--- src/rtl/gemm_ctrl_pkg.sv ---
// Shared constants for the tiled GEMM controller: state encodings and
// default phase lengths of the weight/drain sequencing.
package gemm_ctrl_pkg;

    localparam int STATE_W = 3;

    localparam logic [STATE_W-1:0] ST_IDLE    = 3'd0;
    localparam logic [STATE_W-1:0] ST_DMA_W   = 3'd1;
    localparam logic [STATE_W-1:0] ST_LOAD_W  = 3'd2;
    localparam logic [STATE_W-1:0] ST_COMPUTE = 3'd3;
    localparam logic [STATE_W-1:0] ST_DRAIN   = 3'd4;
    localparam logic [STATE_W-1:0] ST_DONE    = 3'd5;

    localparam int DEF_DMA_CYCLES  = 27;
    localparam int DEF_LOAD_CYCLES = 12;
    localparam int DEF_LATENCY     = 28;

endpackage

--- src/rtl/tile_loop_counter.sv ---
// Nested N/K tile index counter; k resets to zero whenever n advances.
module tile_loop_counter #(
    parameter int TILE_W = 16
) (
    input  logic              clk,
    input  logic              rst_n,
    input  logic              clear,
    input  logic              step_k,
    input  logic              step_n,
    input  logic [TILE_W-1:0] n_max,
    input  logic [TILE_W-1:0] k_max,
    output logic [TILE_W-1:0] n_idx,
    output logic [TILE_W-1:0] k_idx,
    output logic              k_last,
    output logic              n_last
);

    localparam logic [TILE_W-1:0] ONE = {{(TILE_W-1){1'b0}}, 1'b1};

    logic [TILE_W-1:0] n_idx_r;
    logic [TILE_W-1:0] k_idx_r;

    // Index registers: clear wins over stepping, an n step also rewinds k.
    always_ff @(posedge clk) begin
        if (!rst_n) begin
            n_idx_r <= {TILE_W{1'b0}};
            k_idx_r <= {TILE_W{1'b0}};
        end else if (clear) begin
            n_idx_r <= {TILE_W{1'b0}};
            k_idx_r <= {TILE_W{1'b0}};
        end else if (step_n) begin
            n_idx_r <= n_idx_r + ONE;
            k_idx_r <= {TILE_W{1'b0}};
        end else if (step_k) begin
            k_idx_r <= k_idx_r + ONE;
        end else begin
            n_idx_r <= n_idx_r;
            k_idx_r <= k_idx_r;
        end
    end

    // Last-tile flags are only consulted once a nonzero count is latched.
    always_comb begin
        k_last = (k_idx_r == (k_max - ONE));
        n_last = (n_idx_r == (n_max - ONE));
    end

    assign n_idx = n_idx_r;
    assign k_idx = k_idx_r;

endmodule

--- src/rtl/tiled_gemm_controller.sv ---
// Sequences a tiled GEMM (N output tiles x K reduction tiles) through weight
// DMA, weight load, input streaming and a per-N-tile array drain.
module tiled_gemm_controller
    import gemm_ctrl_pkg::*;
#(
    parameter int CNT_W       = 32,
    parameter int TILE_W      = 16,
    parameter int DMA_CYCLES  = DEF_DMA_CYCLES,
    parameter int LOAD_CYCLES = DEF_LOAD_CYCLES,
    parameter int LATENCY     = DEF_LATENCY
) (
    input  logic               clk,
    input  logic               rst_n,
    input  logic               ap_start,
    input  logic               ap_abort,
    input  logic [CNT_W-1:0]   cfg_seq_len,
    input  logic [TILE_W-1:0]  cfg_n_tiles,
    input  logic [TILE_W-1:0]  cfg_k_tiles,
    output logic               ap_done,
    output logic               ap_idle,
    output logic [STATE_W-1:0] state_dbg,
    output logic               ctrl_weight_dma_req,
    input  logic               i_weight_valid,
    output logic               ctrl_weight_load_en,
    input  logic               i_input_valid,
    output logic               ctrl_input_stream_en,
    output logic               ctrl_acc_clear,
    output logic               ctrl_acc_last,
    output logic               ctrl_drain_en,
    output logic [TILE_W-1:0]  tile_n_idx,
    output logic [TILE_W-1:0]  tile_k_idx
);

    localparam logic [CNT_W-1:0] CNT_ONE   = {{(CNT_W-1){1'b0}}, 1'b1};
    localparam logic [CNT_W-1:0] DMA_LAST  = CNT_W'(DMA_CYCLES - 1);
    localparam logic [CNT_W-1:0] LOAD_LAST = CNT_W'(LOAD_CYCLES - 1);
    localparam logic [CNT_W-1:0] LAT_LAST  = CNT_W'(LATENCY - 1);

    logic [STATE_W-1:0] state_r;
    logic [STATE_W-1:0] state_nxt_s;
    logic [CNT_W-1:0]   phase_r;
    logic [CNT_W-1:0]   seq_len_r;
    logic [TILE_W-1:0]  n_tiles_r;
    logic [TILE_W-1:0]  k_tiles_r;

    logic               latch_cfg_s;
    logic               idx_clear_s;
    logic               step_k_s;
    logic               step_n_s;
    logic               phase_inc_s;
    logic               cfg_zero_s;

    logic [TILE_W-1:0]  n_idx_s;
    logic [TILE_W-1:0]  k_idx_s;
    logic               k_last_s;
    logic               n_last_s;

    tile_loop_counter #(
        .TILE_W (TILE_W)
    ) u_tile_loop (
        .clk    (clk),
        .rst_n  (rst_n),
        .clear  (idx_clear_s),
        .step_k (step_k_s),
        .step_n (step_n_s),
        .n_max  (n_tiles_r),
        .k_max  (k_tiles_r),
        .n_idx  (n_idx_s),
        .k_idx  (k_idx_s),
        .k_last (k_last_s),
        .n_last (n_last_s)
    );

    // State register.
    always_ff @(posedge clk) begin
        if (!rst_n) begin
            state_r <= ST_IDLE;
        end else begin
            state_r <= state_nxt_s;
        end
    end

    // Next-state logic plus the loop/phase control strobes tied to transitions.
    always_comb begin
        state_nxt_s = state_r;
        latch_cfg_s = 1'b0;
        idx_clear_s = 1'b0;
        step_k_s    = 1'b0;
        step_n_s    = 1'b0;
        phase_inc_s = 1'b0;
        cfg_zero_s  = (cfg_seq_len == {CNT_W{1'b0}}) ||
                      (cfg_n_tiles == {TILE_W{1'b0}}) ||
                      (cfg_k_tiles == {TILE_W{1'b0}});
        if (ap_abort && (state_r != ST_IDLE)) begin
            state_nxt_s = ST_IDLE;
            idx_clear_s = 1'b1;
        end else begin
            case (state_r)
                ST_IDLE: begin
                    if (ap_start && !ap_abort) begin
                        latch_cfg_s = 1'b1;
                        idx_clear_s = 1'b1;
                        state_nxt_s = cfg_zero_s ? ST_DONE : ST_DMA_W;
                    end else begin
                        state_nxt_s = ST_IDLE;
                    end
                end
                ST_DMA_W: begin
                    phase_inc_s = 1'b1;
                    if (phase_r == DMA_LAST) begin
                        state_nxt_s = ST_LOAD_W;
                    end else begin
                        state_nxt_s = ST_DMA_W;
                    end
                end
                ST_LOAD_W: begin
                    phase_inc_s = i_weight_valid;
                    if (i_weight_valid && (phase_r == LOAD_LAST)) begin
                        state_nxt_s = ST_COMPUTE;
                    end else begin
                        state_nxt_s = ST_LOAD_W;
                    end
                end
                ST_COMPUTE: begin
                    phase_inc_s = i_input_valid;
                    if (i_input_valid && (phase_r == (seq_len_r - CNT_ONE))) begin
                        if (k_last_s) begin
                            state_nxt_s = ST_DRAIN;
                        end else begin
                            step_k_s    = 1'b1;
                            state_nxt_s = ST_DMA_W;
                        end
                    end else begin
                        state_nxt_s = ST_COMPUTE;
                    end
                end
                ST_DRAIN: begin
                    phase_inc_s = 1'b1;
                    if (phase_r == LAT_LAST) begin
                        if (n_last_s) begin
                            state_nxt_s = ST_DONE;
                        end else begin
                            step_n_s    = 1'b1;
                            state_nxt_s = ST_DMA_W;
                        end
                    end else begin
                        state_nxt_s = ST_DRAIN;
                    end
                end
                ST_DONE: begin
                    state_nxt_s = ST_IDLE;
                end
                default: begin
                    state_nxt_s = ST_IDLE;
                end
            endcase
        end
    end

    // Phase counter restarts on every state change so each phase counts from 0.
    always_ff @(posedge clk) begin
        if (!rst_n) begin
            phase_r <= {CNT_W{1'b0}};
        end else if ((state_nxt_s != state_r) || latch_cfg_s) begin
            phase_r <= {CNT_W{1'b0}};
        end else if (phase_inc_s) begin
            phase_r <= phase_r + CNT_ONE;
        end else begin
            phase_r <= phase_r;
        end
    end

    // Shadow config: captured once at start, immune to later cfg_* changes.
    always_ff @(posedge clk) begin
        if (!rst_n) begin
            seq_len_r <= {CNT_W{1'b0}};
            n_tiles_r <= {TILE_W{1'b0}};
            k_tiles_r <= {TILE_W{1'b0}};
        end else if (latch_cfg_s) begin
            seq_len_r <= cfg_seq_len;
            n_tiles_r <= cfg_n_tiles;
            k_tiles_r <= cfg_k_tiles;
        end else begin
            seq_len_r <= seq_len_r;
            n_tiles_r <= n_tiles_r;
            k_tiles_r <= k_tiles_r;
        end
    end

    // Output decode of the registered state.
    always_comb begin
        ap_idle              = 1'b0;
        ap_done              = 1'b0;
        ctrl_weight_dma_req  = 1'b0;
        ctrl_weight_load_en  = 1'b0;
        ctrl_input_stream_en = 1'b0;
        ctrl_acc_clear       = 1'b0;
        ctrl_acc_last        = 1'b0;
        ctrl_drain_en        = 1'b0;
        case (state_r)
            ST_IDLE:    ap_idle             = 1'b1;
            ST_DMA_W:   ctrl_weight_dma_req = 1'b1;
            ST_LOAD_W:  ctrl_weight_load_en = 1'b1;
            ST_COMPUTE: begin
                ctrl_input_stream_en = 1'b1;
                ctrl_acc_clear       = (k_idx_s == {TILE_W{1'b0}});
                ctrl_acc_last        = k_last_s;
            end
            ST_DRAIN:   ctrl_drain_en       = 1'b1;
            ST_DONE:    ap_done             = 1'b1;
            default:    ap_idle             = 1'b0;
        endcase
    end

    assign state_dbg  = state_r;
    assign tile_n_idx = n_idx_s;
    assign tile_k_idx = k_idx_s;

endmodule

--- config.mk ---
export PLATFORM = sky130hd
export DESIGN_NAME = tiled_gemm_controller
export DESIGN_NICKNAME = d
export VERILOG_FILES = /design/src/rtl/gemm_ctrl_pkg.sv /design/src/rtl/tile_loop_counter.sv /design/src/rtl/tiled_gemm_controller.sv
export SDC_FILE = /design/constraint.sdc
export NUM_CORES = 1
export LEC_CHECK = 0
export ABC_AREA = 1
export CORE_UTILIZATION = 62
export DETAILED_ROUTE_END_ITERATION = 12
export GPL_TIMING_DRIVEN = 0
export PLACE_DENSITY = 0.87
export SLEW_MARGIN = 20
export SYNTH_ARGS = -nofsm -noshare
export SYNTH_HDL_FRONTEND = slang
export SYNTH_SLANG_ARGS = --single-unit
--- constraint.sdc ---
create_clock -name clk -period 4.9 [get_ports clk]
set_input_delay 0.735 -clock clk [delete_from_list [all_inputs] [get_ports clk]]
set_output_delay 0.735 -clock clk [all_outputs]
set_load 0.005 [all_outputs]
==> key figures <==
Logic synthesis
  – Mapped Area: 9490 um2
  – Synth Area in Adders: 1.05%
  – Synth Area in Simple Gates: 43.0%
  – Sequential area share after synthesis: 27.6%
  – Synth unique cells: 48
  – Syn avg cell area: 6.50 um2
  – Ranking of synthesized cells by area: dfxtp_1 (28%), nand2_1 (12%), nor2_1 (9.2%), xor2_1 (6.5%), inv_1 (6.4%)
  – Mapped Cells: 1,460
  – Post-synth top flop: dfxtp_1
  – Post-synthesis mux area share: 0%
  – Leading area contributor after synthesis: dfxtp_1
  – EDFF count, synth: 0
  – Syn nets: 1,538
  – Largest family of logic cells by synthesized area: simple AND/OR/NAND/NOR gates
  – Xor and xnor area share after synthesis: 10.7%
  – Share of the synthesized area in the top cell type: 27.6%
  – Post-synthesis compound-gate area fraction: 8.78%
  – YS warnings: 0
  – Yosys reg bits: 131
  – Asr flop ratio synth: 0%

Setup path
  – Worst path max stage delay: between 0.5 and 0.6 ns
  – Slowest CP cell: clkdlybuf4s50_1
  – Startpoint types: flip-flop
  – Worst Path Buf+Inv: 3
  – Critical path class: flip-flop to output pin
  – Crit-path cells: inv_1 -> ha_1 -> inv_1 -> nand2_1 -> nand2_1 -> xor2_1 -> nand3_1 -> nor2_1 -> nand3_1 -> nor2_1 -> nand3_1 -> nor2_2 -> clkdlybuf4s50_1
  – Flop2flop setup slack: 1.66 ns
  – Family with the most delay on the worst path: simple AND/OR/NAND/NOR gates
  – Arrival @ worst endpoint: between 2 and 3 ns
  – Critical path required time: 4.16 ns
  – CP max FO: 6
  – CP Capture Type: output pin
  – Crit path top cell by count: nand3_1

Power
  – Worst vdd ir: 267 uV
  – P_sw: 1.15 mW
  – Clock power frac: 37.1%
  – Leak Pwr: 4.67 nW
  – Switching Fraction: between 30% and 40%
  – Sequential Power Share: a little over a third
  – Combinational Power Share: 27.5%
  – Pwr dens: 290 nW/um2
  – Int Pwr: 2.16 mW
  – Total power: 3.31 mW

GRT
  – GR Overflow Total: 0
  – Vias in the first global route: slightly above 9,000
  – Met3 global-route usage: 7.39%
  – Busiest grt layer: met2
  – Antenna violations before repair: 0
  – Largest net degree at the start of global routing: 17
  – Global-route track usage on met1: 44.3%
  – Met2 usage: 55.8%
  – First-pass GRT wire length: 43,600 um
  – GRT Total Usage: 34.5%

Layout
  – Number of fill cells in the layout: 1,167
  – Layout cells sized above 1: 8.67%
  – Nets: between 1,500 and 2,000
  – P&R area growth vs syn: 20.2%
  – # diodes: 0
  – Most frequent cells in the layout: nand2_1 (310), nor2_1 (232), inv_1 (162)
  – Commonest non-fill, non-tap cell in the layout: nand2_1

Floorplanning
  – Initial Utilization: 64.3%
  – Core ar.: 14,800 um2
  – Die X: 126 um
  – Die area: 15,800 um2
  – Site Rows: 44
  – I/O pins: approximately 110
  – Die H: about 130 um

STA
  – Highest clock rate: 290 MHz
  – Slew at the pin with the worst max-slew slack: 0.607 ns
  – Tmin final: 3.45 ns
  – Final hold vios: 0
  – Post-Route Setup TNS: 0 ns
  – Max-slew headroom: 59.5%
  – RSZ-0062 raised after global routing: false
  – Clock Skew: around 0.0065 ns
  – Final Setup Violations: 0
  – Slew Viols, Final: 0
  – Final period util: 70.5%

Clock tree
  – CTS buffer count: 17
  – CTS H-Tree Depth: 4
  – Clk sinks: 131
  – CTS tree: done
  – Cts repair resizes: 0
  – Post-CTS Hold Buffers: 0
  – Clock tree buffer depth: 2
  – Clk root buf: clkbuf_16
  – Post-CTS Setup Repair Bufs: 0
  – CTS clk-pin slew, worst paths: 0.06 ns
  – Clk_lat worst skew: about 0.43 ns

Route
  – Remaining routing DRC violations: 0
  – Via/cell ratio: 5.63
  – Routed WL: 27,000 um
  – DRT iter0 DRCs: 853
  – DRT antenna net count: 0
  – Wire per inst: 15.1 um
  – Via count: 10,067
  – DR pass1 iterations: 7

Placed design
  – Dpl hpwl: 21,300 um
  – GPL Wtd Cong: 0.963
  – Port Buf Inserts: 112

Job
  – MaxCap Viol Count: 0

Hold path
  – Hold crit path type: flip-flop to flip-flop

Status
  – Status: finished, final reports clean
-- worst register-to-register path: cells and delay by family, from the launching register on --
kind | cells | cell delay [ns]
flops | 1 | 0.33
simple gates | 15 | 2.19
fa+ha+maj | 1 | 0.27
buf+inv | 2 | 0.24
compound gates | 1 | 0.14
-- sequential cells by signal, indices dropped and copies added, names as in the netlist --
register / count
n_tiles_r: 16
phase_r: 32
u_tile_loop.n_idx: 16
seq_len_r: 32
k_tiles_r: 16
u_tile_loop.k_idx: 16
state_dbg: 3
-- area by class of cell --
| type | count | area [um2] | area share [%] |
|---|---|---|---|
| inverters | 173 | 649 | 5.69 |
| clock inverters | 14 | 130 | 1.14 |
| multi-input cells | 1123 | 6040 | 52.9 |
| well taps | 184 | 230 | 2.02 |
| repair buffers | 112 | 1120 | 9.82 |
| flip-flops and latches | 131 | 2620 | 23.0 |
| clock buffers | 18 | 439 | 3.85 |
| plain buffers | 33 | 183 | 1.60 |
-- metrics by stage --
stage	cell area, um2	hold slack (ns)	util (%)	instances	setup WS, ns
global route	11400	0.536	77.4	1788	1.18
CTS	11400	0.491	77.4	1788	1.46
global placement	10800	0.463	73.5	1756	1.52
finish	11400	0.491	77.4	1788	1.45
detailed placement	10800	0.483	73.5	1756	1.49
floorplan	9490	0.448	-	1460	2.41
-- power by group through the flow --
stage	logic [mW]	registers, mW	clock network [mW]
3_3_place_gp	0.862	1.19	0
6_report	0.910	1.17	1.23
3_5_place_dp	0.883	1.19	0
2_1_floorplan	0.663	1.18	0
4_1_cts	0.893	1.17	1.23
5_1_grt	1.01	1.18	1.29
-- worst paths after layout --
path | start | end | depth (start not counted)
setup / recovery | k_tiles_r[0] | ctrl_acc_last | 13
setup reg to reg | seq_len_r[0] | u_tile_loop.k_idx[8] | 19
hold reg to reg | n_tiles_r[1] | n_tiles_r[1] | 2
hold / removal | n_tiles_r[1] | n_tiles_r[1] | 2
-- per-layer routing --
metal	up-vias	routed length [um]
met2	484	11900
met4	0	855
met1	4511	11700
li1	5001	-
met5	-	0
met3	71	2440
-- cell families after synthesis --
logic type / count (synthesis)
AND/OR/NAND/NOR: 839
buffers and inverters: 206
AO/OA/AOI/OAI: 162
flip-flops: 131
XOR/XNOR: 114
adder cells (fa/ha/maj): 8
-- synthesized netlist by cell type, types with 2 or more instances --
master and n:
buf_2 2, inv_2 8, and3_1 2, nand3b_1 11, nor3b_1 3, nor4_1 30, a211oi_1 2, clkinv_1 3
o21ai_0 86, clkbuf_1 26, nand2_1 310, nor2_1 232, nor3_2 2, nand2_4 4, inv_1 162, a21oi_1 64
nor2_2 17, o21ai_1 3, o22ai_1 2, nor2_4 43, ha_1 8, nand3_1 83, nand2_2 13, or2_2 2
nand3_2 2, xnor2_1 41, nor3_1 33, nor3_4 3, buf_12 3, xor2_1 71, dfxtp_1 131, nand4_1 42
No activity file was read; power rests on OpenSTA's default activity.
